--- config.mk ---
export PLATFORM = sky130hd
export DESIGN_NAME = gate_bist_ctrl
export DESIGN_NICKNAME = d
export VERILOG_FILES = /design/src/rtl/gate_bist_pkg.sv /design/src/rtl/gate_bist_misr.sv /design/src/rtl/gate_bist_ctrl.sv
export SDC_FILE = /design/constraint.sdc
export NUM_CORES = 1
export LEC_CHECK = 0
export BUFFER_PORTS_ARGS = -buffer_cell sky130_fd_sc_hd__buf_2
export CELL_PAD_IN_SITES_DETAIL_PLACEMENT = 0
export CELL_PAD_IN_SITES_GLOBAL_PLACEMENT = 1
export CORE_UTILIZATION = 39
export DETAILED_ROUTE_END_ITERATION = 7
export HOLD_SLACK_MARGIN = 0.06
export PLACE_DENSITY_LB_ADDON = 0.1
export SLEW_MARGIN = 20
export SYNTH_ARGS = -nofsm -noshare
export SYNTH_HDL_FRONTEND = slang
export SYNTH_SLANG_ARGS = --single-unit
--- constraint.sdc ---
create_clock -name clk -period 4.6 [get_ports clk]
set_input_delay 0.92 -clock clk [delete_from_list [all_inputs] [get_ports clk]]
set_output_delay 0.92 -clock clk [all_outputs]
set_load 0.005 [all_outputs]
--- src/rtl/gate_bist_pkg.sv ---
// gate_bist_pkg: shared widths, FSM states and LFSR/MISR tap constants for the gate BIST controller
package gate_bist_pkg;
    localparam int IN_W  = 15;
    localparam int OUT_W = 10;
    localparam int SIG_W = 16;
    // LFSR feedback x^15 + x^14 + 1 taps bits 14 and 13
    localparam logic [IN_W-1:0]  LFSR_TAPS = 15'h6000;
    // MISR feedback taps bits 15, 13, 12 and 10
    localparam logic [SIG_W-1:0] MISR_TAPS = 16'hB400;
    typedef enum logic [2:0] {IDLE, SEED, APPLY, CAPTURE, DONE} state_t;
    function automatic logic [IN_W-1:0] lfsr_next(input logic [IN_W-1:0] l);
        return {l[IN_W-2:0], ^(l & LFSR_TAPS)};
    endfunction
endpackage

--- src/rtl/gate_bist_misr.sv ---
// gate_bist_misr: 16-bit multiple-input signature register compacting the gate-model response
module gate_bist_misr
    import gate_bist_pkg::*;
(
    input  logic             clk,
    input  logic             rst,
    input  logic             i_clr,
    input  logic             i_en,
    input  logic [OUT_W-1:0] i_data,
    output logic [SIG_W-1:0] o_sig,
    output logic [SIG_W-1:0] o_next
);
    logic [SIG_W-1:0] r_sig;
    // shift with tap feedback, then fold in the response word
    always_comb o_next = {r_sig[SIG_W-2:0], ^(r_sig & MISR_TAPS)} ^ {{(SIG_W-OUT_W){1'b0}}, i_data};
    // clear at run seed, compact only on capture
    always_ff @(posedge clk or posedge rst) begin
        if (rst) r_sig <= '0;
        else if (i_clr) r_sig <= '0;
        else if (i_en) r_sig <= o_next;
    end
    assign o_sig = r_sig;
endmodule

--- src/rtl/gate_bist_ctrl.sv ---
// gate_bist_ctrl: LFSR pattern BIST controller for a 15-in/10-out gate model; optional abort input under GATE_BIST_ABORT_EN
module gate_bist_ctrl
    import gate_bist_pkg::*;
#(
    parameter int              NUM_PATTERNS  = 1000,
    parameter logic [IN_W-1:0] LFSR_SEED     = 15'h0001,
    parameter int              SETTLE_CYCLES = 1,
    parameter logic [SIG_W-1:0] GOLDEN_SIG   = 16'h0000
) (
    input  logic             clk,
    input  logic             rst,
    input  logic             start,
`ifdef GATE_BIST_ABORT_EN
    input  logic             abort,
`endif
    output logic [IN_W-1:0]  dut_in,
    input  logic [OUT_W-1:0] dut_out,
    output logic             busy,
    output logic             done,
    output logic             pass,
    output logic [SIG_W-1:0] signature
);
    // an all-zero seed would lock the LFSR, so it falls back to 1
    localparam logic [IN_W-1:0] SEED_VAL    = (LFSR_SEED == '0) ? 15'h0001 : LFSR_SEED;
    localparam logic [15:0]     LAST_PAT    = 16'(NUM_PATTERNS - 1);
    localparam logic [7:0]      SETTLE_LAST = 8'(SETTLE_CYCLES - 1);

    state_t           r_state;
    logic [IN_W-1:0]  r_lfsr;
    logic [15:0]      r_cnt;
    logic [7:0]       r_settle;
    logic             r_busy;
    logic             r_done;
    logic             r_pass;
    logic             w_abort;
    logic [SIG_W-1:0] w_misr_next;

`ifdef GATE_BIST_ABORT_EN
    assign w_abort = abort && (r_state == APPLY || r_state == CAPTURE);
`else
    assign w_abort = 1'b0;
`endif

    gate_bist_misr u_misr (
        .clk    (clk),
        .rst    (rst),
        .i_clr  (r_state == SEED),
        .i_en   (r_state == CAPTURE && !w_abort),
        .i_data (dut_out),
        .o_sig  (signature),
        .o_next (w_misr_next)
    );

    // run sequencing, pattern generation and registered status outputs
    always_ff @(posedge clk or posedge rst) begin
        if (rst) begin
            r_state  <= IDLE;
            r_lfsr   <= SEED_VAL;
            r_cnt    <= '0;
            r_settle <= '0;
            r_busy   <= 1'b0;
            r_done   <= 1'b0;
            r_pass   <= 1'b0;
        end else if (w_abort) begin
            r_state <= DONE;
            r_done  <= 1'b1;
            r_pass  <= 1'b0;
        end else begin
            case (r_state)
                IDLE: begin
                    if (start) begin
                        r_state <= SEED;
                        r_busy  <= 1'b1;
                    end
                end
                SEED: begin
                    r_lfsr   <= SEED_VAL;
                    r_cnt    <= '0;
                    r_settle <= '0;
                    r_pass   <= 1'b0;
                    r_state  <= APPLY;
                end
                APPLY: begin
                    r_settle <= (r_settle == SETTLE_LAST) ? '0 : r_settle + 8'd1;
                    if (r_settle == SETTLE_LAST) r_state <= CAPTURE;
                end
                CAPTURE: begin
                    r_lfsr <= lfsr_next(r_lfsr);
                    r_cnt  <= r_cnt + 16'd1;
                    if (r_cnt == LAST_PAT) begin
                        r_state <= DONE;
                        r_done  <= 1'b1;
                        // judged on the final signature so pass is valid alongside done
                        r_pass  <= (w_misr_next == GOLDEN_SIG);
                    end else begin
                        r_state <= APPLY;
                    end
                end
                DONE: begin
                    r_done  <= 1'b0;
                    r_busy  <= 1'b0;
                    r_state <= IDLE;
                end
                default: r_state <= IDLE;
            endcase
        end
    end

    assign dut_in = r_lfsr;
    assign busy   = r_busy;
    assign done   = r_done;
    assign pass   = r_pass;
endmodule
==> results_dict.tcl, run 1 <==
set metrics [dict create \
    rsz0062_at_grt "false" \
    nNetsFinal 362 \
    synth-edff-count 0 \
    cts_setup_buffers 0 \
    fill_cells 729 \
    p_int_mw 1.148 \
    worst_ep_required_time_ps 4840 \
    skew_ps 8.661 \
    htree_levels 3 \
    dr.first_iter.drc_count 129 \
    syn2layout_area_growth_pct 17.10 \
    synth_area_per_cell_um2 9.564 \
    diodes 0 \
    ys_async_sr_fraction_pct 100.0 \
    ctsResizeCount 0 \
    p_per_area_nw_per_um2 539.3 \
    worstPathArrival_ps 2490 \
    yosysWarnings 0 \
    dpl.hpwl_um 3997 \
    worst_slack_ps 2351 \
    outcome "finished, final reports clean" \
    p_leak_nw 1.568 \
    p_sw_share_pct 37.25 \
    clkPwrFrac_pct 26.6 \
    synth.top_cell.area_share_pct 51.81 \
    antenna_found_initial 0 \
    max_freq_ghz 0.4446 \
    die-height_um 88.20 \
    end_kind "flop" \
    grt_first_pass_wirelength_um 10550 \
    wl_um 6074 \
    drc_errors 0 \
    worst_pin_slew_ps 900.0 \
    drt_pass1_iterations 4 \
    die-area_um2 7779 \
    cts_tree "yes" \
    hp-class "reg2reg" \
    maxSlewHeadroom_pct 40.00 \
    critical_path.top_delay_family "simple AND/OR/NAND/NOR gates" \
    core_area_um2 7214 \
    power.share.sequential_pct 42.1 \
    post-route-period-util_pct 48.90 \
    crit_fanout 59 \
    synth.area.top_cells "dfrtp_1, nand2_1, o21ai_0" \
    ys_ff_latch 61 \
    grt_usage_pct 17.95 \
    clockBufferDepth 2 \
    num_rows 31 \
    pre_cts_slack_ps 2337 \
    clock-sinks 61 \
    grt_pass1_vias 2135 \
    grt_start_max_net_pins 60 \
    synthCells 303 \
    clk_pin_slew_ps 70 \
    setup_viol 0 \
    cp-start-kind "flop" \
    post-synth-top-area-cell "dfrtp_1" \
    final_common_cell "nand2_1" \
    port_buffers 46 \
    power_frac_comb_pct 31.3 \
    syn_area_um2 2898 \
    clkLatencyLatePin_ps 350 \
    wl_per_cell_um 13.50 \
    start_util_pct 40.17 \
    overflow 0 \
    fp.dieW_um 88.20 \
    hold_buffers 0 \
    crit_chain "or2b_2, nand2b_1, o311ai_0, o41ai_1" \
    cts_root_buf "clkbuf_8" \
    gp_congestion 0.7151 \
    via_per_inst 5.073 \
    slowest_stage "or2b_2" \
    ioPinCount 47 \
    setup_tns_ps 0 \
    ys_seq_area_share_pct 52.72 \
    drtAntennaViolNets 0 \
    vias 2283 \
    cts_made_buffers 9 \
    layout-drive-gt1-share_pct 20.80 \
    hold_viol_final 0 \
    maxSlewViolCount 0 \
    worstSetupPathType "reg2reg" \
    drv_cap 0 \
    p_sw_mw 0.6817 \
    synthesis.nets 319 \
    synth_ff_type "dfrtp_1" \
    path_buf_inv 0 \
    ir_drop_mv 0.2264 \
    synth_cell_types 46 \
    layout_min_cycle_time_ps 2249 \
    cp_slowest_stage_delay_ps 810 \
    mostFrequentLayoutCells "nand2_1, dfrtp_1, buf_2" \
]
==> through the flow <==
stage | util (%) | total power [mW] | instance area (um^2) | hold slack, ps | instances
5_1_grt | 47.03 | 1.977 | 3393 | 512.9 | 450
6_report | 47.03 | 1.830 | 3393 | 487.1 | 450
3_5_place_dp | 44.24 | 1.366 | 3192 | 484.8 | 434
4_1_cts | 47.03 | 1.858 | 3393 | 494.7 | 450
3_3_place_gp | 44.24 | 1.357 | 3192 | 466.4 | 434
2_1_floorplan | - | 1.181 | 2898 | 446.0 | 303
==> logic make-up (layout without fill, tap and decap cells) <==
| logic type | after synthesis | after routing | synth area share (%) |
|---|---|---|---|
| compound gates | 69 | 69 | 13.64 |
| xor+xnor | 15 | 15 | 5.009 |
| fa+ha+maj | 3 | 3 | 1.295 |
| buf+inv | 24 | 72 | 3.627 |
| flops | 61 | 61 | 52.72 |
| mux | 9 | 9 | 3.152 |
| simple gates | 122 | 122 | 20.55 |
==> power by group through the flow <==
stage	Clock [mW]	Sequential (mW)	Combinational, mW
after floorplan	0	0.764	0.417
final	0.487	0.770	0.574
after global placement	0	0.780	0.577
after detailed placement	0	0.780	0.586
after global routing	0.527	0.793	0.657
after CTS	0.500	0.772	0.586
==> registers in the layout, summed over array words and instances, names as in the netlist <==
name	cells
busy	1
u_misr.o_sig	16
pass	1
done	1
r_state	3
dut_in	15
r_settle	8
r_cnt	16
==> worst reg2reg max path, stage by stage, from the launching register on <==
cell      delay, ps
dfrtp_1         490
or2b_2          810
nand2b_1        500
o311ai_0        240
o41ai_1         100
==> per-layer routing <==
layer | part of all wire (%) | vias to the layer above | track usage, %
met1 | 49 | 1077 | 24.69
met5 | 0 | - | 0
met3 | 4.8 | 10 | 4.241
met2 | 44 | 52 | 26.57
met4 | 2.0 | 0 | 8.798
li1 | - | 1144 | -
==> layout make-up <==
class	count	area, um^2	share of cell area [%]
flip-flops and latches	61	1528	45.02
multi-input cells	218	1265	37.28
repair buffers	48	245.2	7.227
clock buffers	11	141.4	4.167
well taps	99	123.9	3.650
clock inverters	5	60.06	1.770
inverters	8	30.03	0.8850
==> cell usage after synthesis, types with 2 or more instances <==
master    number
and4_1         2
a21o_1         2
a21oi_1        9
a22o_1         2
o311ai_0       2
o211ai_1       3
mux2i_1        8
inv_1          8
nor4_1         4
o41ai_1        2
nand4_1        7
nor2_1         8
buf_6          2
xnor2_1       11
clkbuf_1      13
nand2_1       72
and3_1         6
o21ai_0       41
o31ai_1        3
ha_1           3
nor3_1         2
nand3_1        8
dfrtp_1       60
xor2_1         3
==> worst paths after layout <==
| check | slack (ps) | depth (start not counted) | to | from |
|---|---|---|---|---|
| worst min-delay path | 490 | 1 | r_cnt[15] | r_cnt[15] |
| worst min register to register | 490 | 1 | r_cnt[15] | r_cnt[15] |
| worst max-delay path | 2350 | 4 | r_cnt[12] | r_state[0] |
| max in group asynchronous | 3080 | 3 | dut_in[0] | rst |
| min in group asynchronous | 640 | 2 | r_settle[6] | rst |
| worst max register to register | 2350 | 4 | r_cnt[12] | r_state[0] |
No activity file was read; power rests on OpenSTA's default activity.
==> run 2, diff against run 1 <==
Clock period 4.6 ns to 1.8 ns, I/O delays scaled along.
==> run 2 against run 1 <==
Against the previous run:
- maximum frequency up 30%
- via count up 2.2%
- sequential share of layout area down 1.5 points
- critical path depth unchanged
- non-clock buffer count up 15
- global-route usage up 0.50 points
- clock power up 130%
- clock skew up 2.3 ps
- combinational power rose to 2.8 times the previous value
- largest power group unchanged
- final cell count up 3.3%
- critical path type unchanged
- first-iteration DRC count down 5.4%
- final area up 3.6%
==> results_dict.tcl, run 2 (synthesis results as in run 1) <==
set metrics [dict create \
    power.share.sequential_pct 42.0 \
    worstPathArrival_ps 2000 \
    die-area_um2 7779 \
    clk_pin_slew_ps 70 \
    worst_ep_required_time_ps 2080 \
    cts_tree "yes" \
    layout_min_cycle_time_ps 1725 \
    fin_area_um2 3516 \
    drtAntennaViolNets 0 \
    grt_start_max_net_pins 47 \
    drt_pass1_iterations 4 \
    hold_viol_final 0 \
    wl_met3_um 281 \
    drc_errors 0 \
    cts_made_buffers 9 \
    hold_depth 3 \
    r2r_end "r_settle[7]" \
    gp_congestion 0.7576 \
    htree_levels 3 \
    dr.first_iter.drc_count 122 \
    rsz0062_at_grt "false" \
    diodes 0 \
    top_layer_used "met4" \
    via_per_inst 5.019 \
    p_sw_mw 1.788 \
    start_util_pct 40.17 \
    num_rows 31 \
    hp-class "in2reg" \
    grt_pass1_vias 2297 \
    wl_per_cell_um 13.66 \
    power_frac_comb_pct 34.7 \
    cts_root_buf "clkbuf_8" \
    antenna_found_initial 0 \
    rrSetupSlack_ps 70 \
    clkLatencyLatePin_ps 340 \
    max_freq_ghz 0.5796 \
    maxSlewViolCount 0 \
    p_int_mw 2.920 \
    crit_fanout 6 \
    place_area_um2 3313 \
    cp-start-kind "flop" \
    layout-drive-gt1-share_pct 24.59 \
    syn2layout_area_growth_pct 21.33 \
    timing.rr.start "r_state[2]" \
    skew_ps 10.95 \
    worst_pin_slew_ps 426.6 \
    dp_cells 448 \
    worst_r2r_path_depth 4 \
    drv_cap 0 \
    dpl.hpwl_um 4326 \
    p_leak_nw 1.655 \
    grt_usage_pct 18.46 \
    clock-sinks 61 \
    outcome "finished, final reports clean" \
    fin_cells 465 \
    clockBufferDepth 2 \
    port_buffers 46 \
    wl_um 6352 \
    die-height_um 88.20 \
    fp.dieW_um 88.20 \
    met2_length_um 2804 \
    worstSetupPathType "reg2reg" \
    overflow 0 \
    maxSlewHeadroom_pct 71.40 \
    vias 2334 \
    clkPwrFrac_pct 23.3 \
    end_kind "flop" \
    final_common_cell "nand2_1" \
    core_area_um2 7214 \
    min-delay-start "start" \
    p_per_area_nw_per_um2 1339 \
    grt_first_pass_wirelength_um 10900 \
    ir_drop_mv 0.5169 \
    mostFrequentLayoutCells "nand2_1, dfrtp_1, buf_2" \
    p_sw_share_pct 37.98 \
    ioPinCount 47 \
    hold_path_end "busy" \
    post-route-period-util_pct 95.85 \
    wl_met1_um 3127 \
    setup_tns_ps 0 \
    nNetsFinal 377 \
    setup_viol 0 \
]
[run 2: per-stage QoR]
stage	power [mW]	util (%)	hold slack [ps]	worst slack [ps]
finish	4.708	48.73	301.5	74.62
global route	5.113	48.73	299.5	0.5873
floorplan	3.017	-	446.0	134.2
CTS	4.765	48.51	287.8	64.88
detailed placement	3.647	45.92	378.8	66.94
global placement	3.633	45.92	381.3	108.4
[run 2: critical path: stages, from the launching register on]
cell     delay (ps)
dfrtp_1         440
or3b_4          430
a21o_1          210
or4_1           510
nand3_1          80
[run 2: power by group through the flow]
stage / registers [mW] / logic, mW / clock network (mW)
after CTS: 1.98 / 1.66 / 1.13
after global placement: 1.99 / 1.64 / 0
after detailed placement: 1.99 / 1.65 / 0
final: 1.98 / 1.63 / 1.10
after global routing: 2.04 / 1.88 / 1.20
after floorplan: 1.95 / 1.07 / 0
[run 2: what timing repair did]
| item | CTS | global route |
|---|---|---|
| hold endpoints to repair | 15 | 0 |
| hold buffers | 1 | 0 |
| buffers inserted | 0 | 0 |
| gates resized for setup | 0 | 3 |
| endpoints found under the setup margin | 0 | 5 |
[run 2: worst max path at each step]
| stage | startpoint | endpoint | slack, ps | cells past startpoint |
|---|---|---|---|---|
| 2_1_floorplan | r_state[2] | r_settle[7] | 130 | 5 |
| 3_3_place_gp | r_state[1] | r_settle[7] | 110 | 4 |
| 3_5_place_dp | r_cnt[0] | pass | 70 | 5 |
| 4_1_cts | r_state[1] | r_settle[7] | 60 | 4 |
| 5_1_grt | r_state[2] | r_cnt[11] | 0.6 | 5 |
| 6_report | r_state[2] | r_settle[7] | 70 | 4 |
[run 2: final cells by class]
cell class,count,area (um^2)
inverter,8,33.78
sequential,61,1529
tap,99,123.9
clock inverter,6,38.79
clock buffer,10,137.6
multi-input combinational,218,1280
timing repair buffer,63,372.9
fill,719,3699
[run 2: routing by layer]
metal | track usage [%] | vias up
met4 | 8.798 | 0
met5 | 0 | -
met2 | 27.20 | 54
li1 | - | 1170
met3 | 4.336 | 11
met1 | 25.57 | 1099
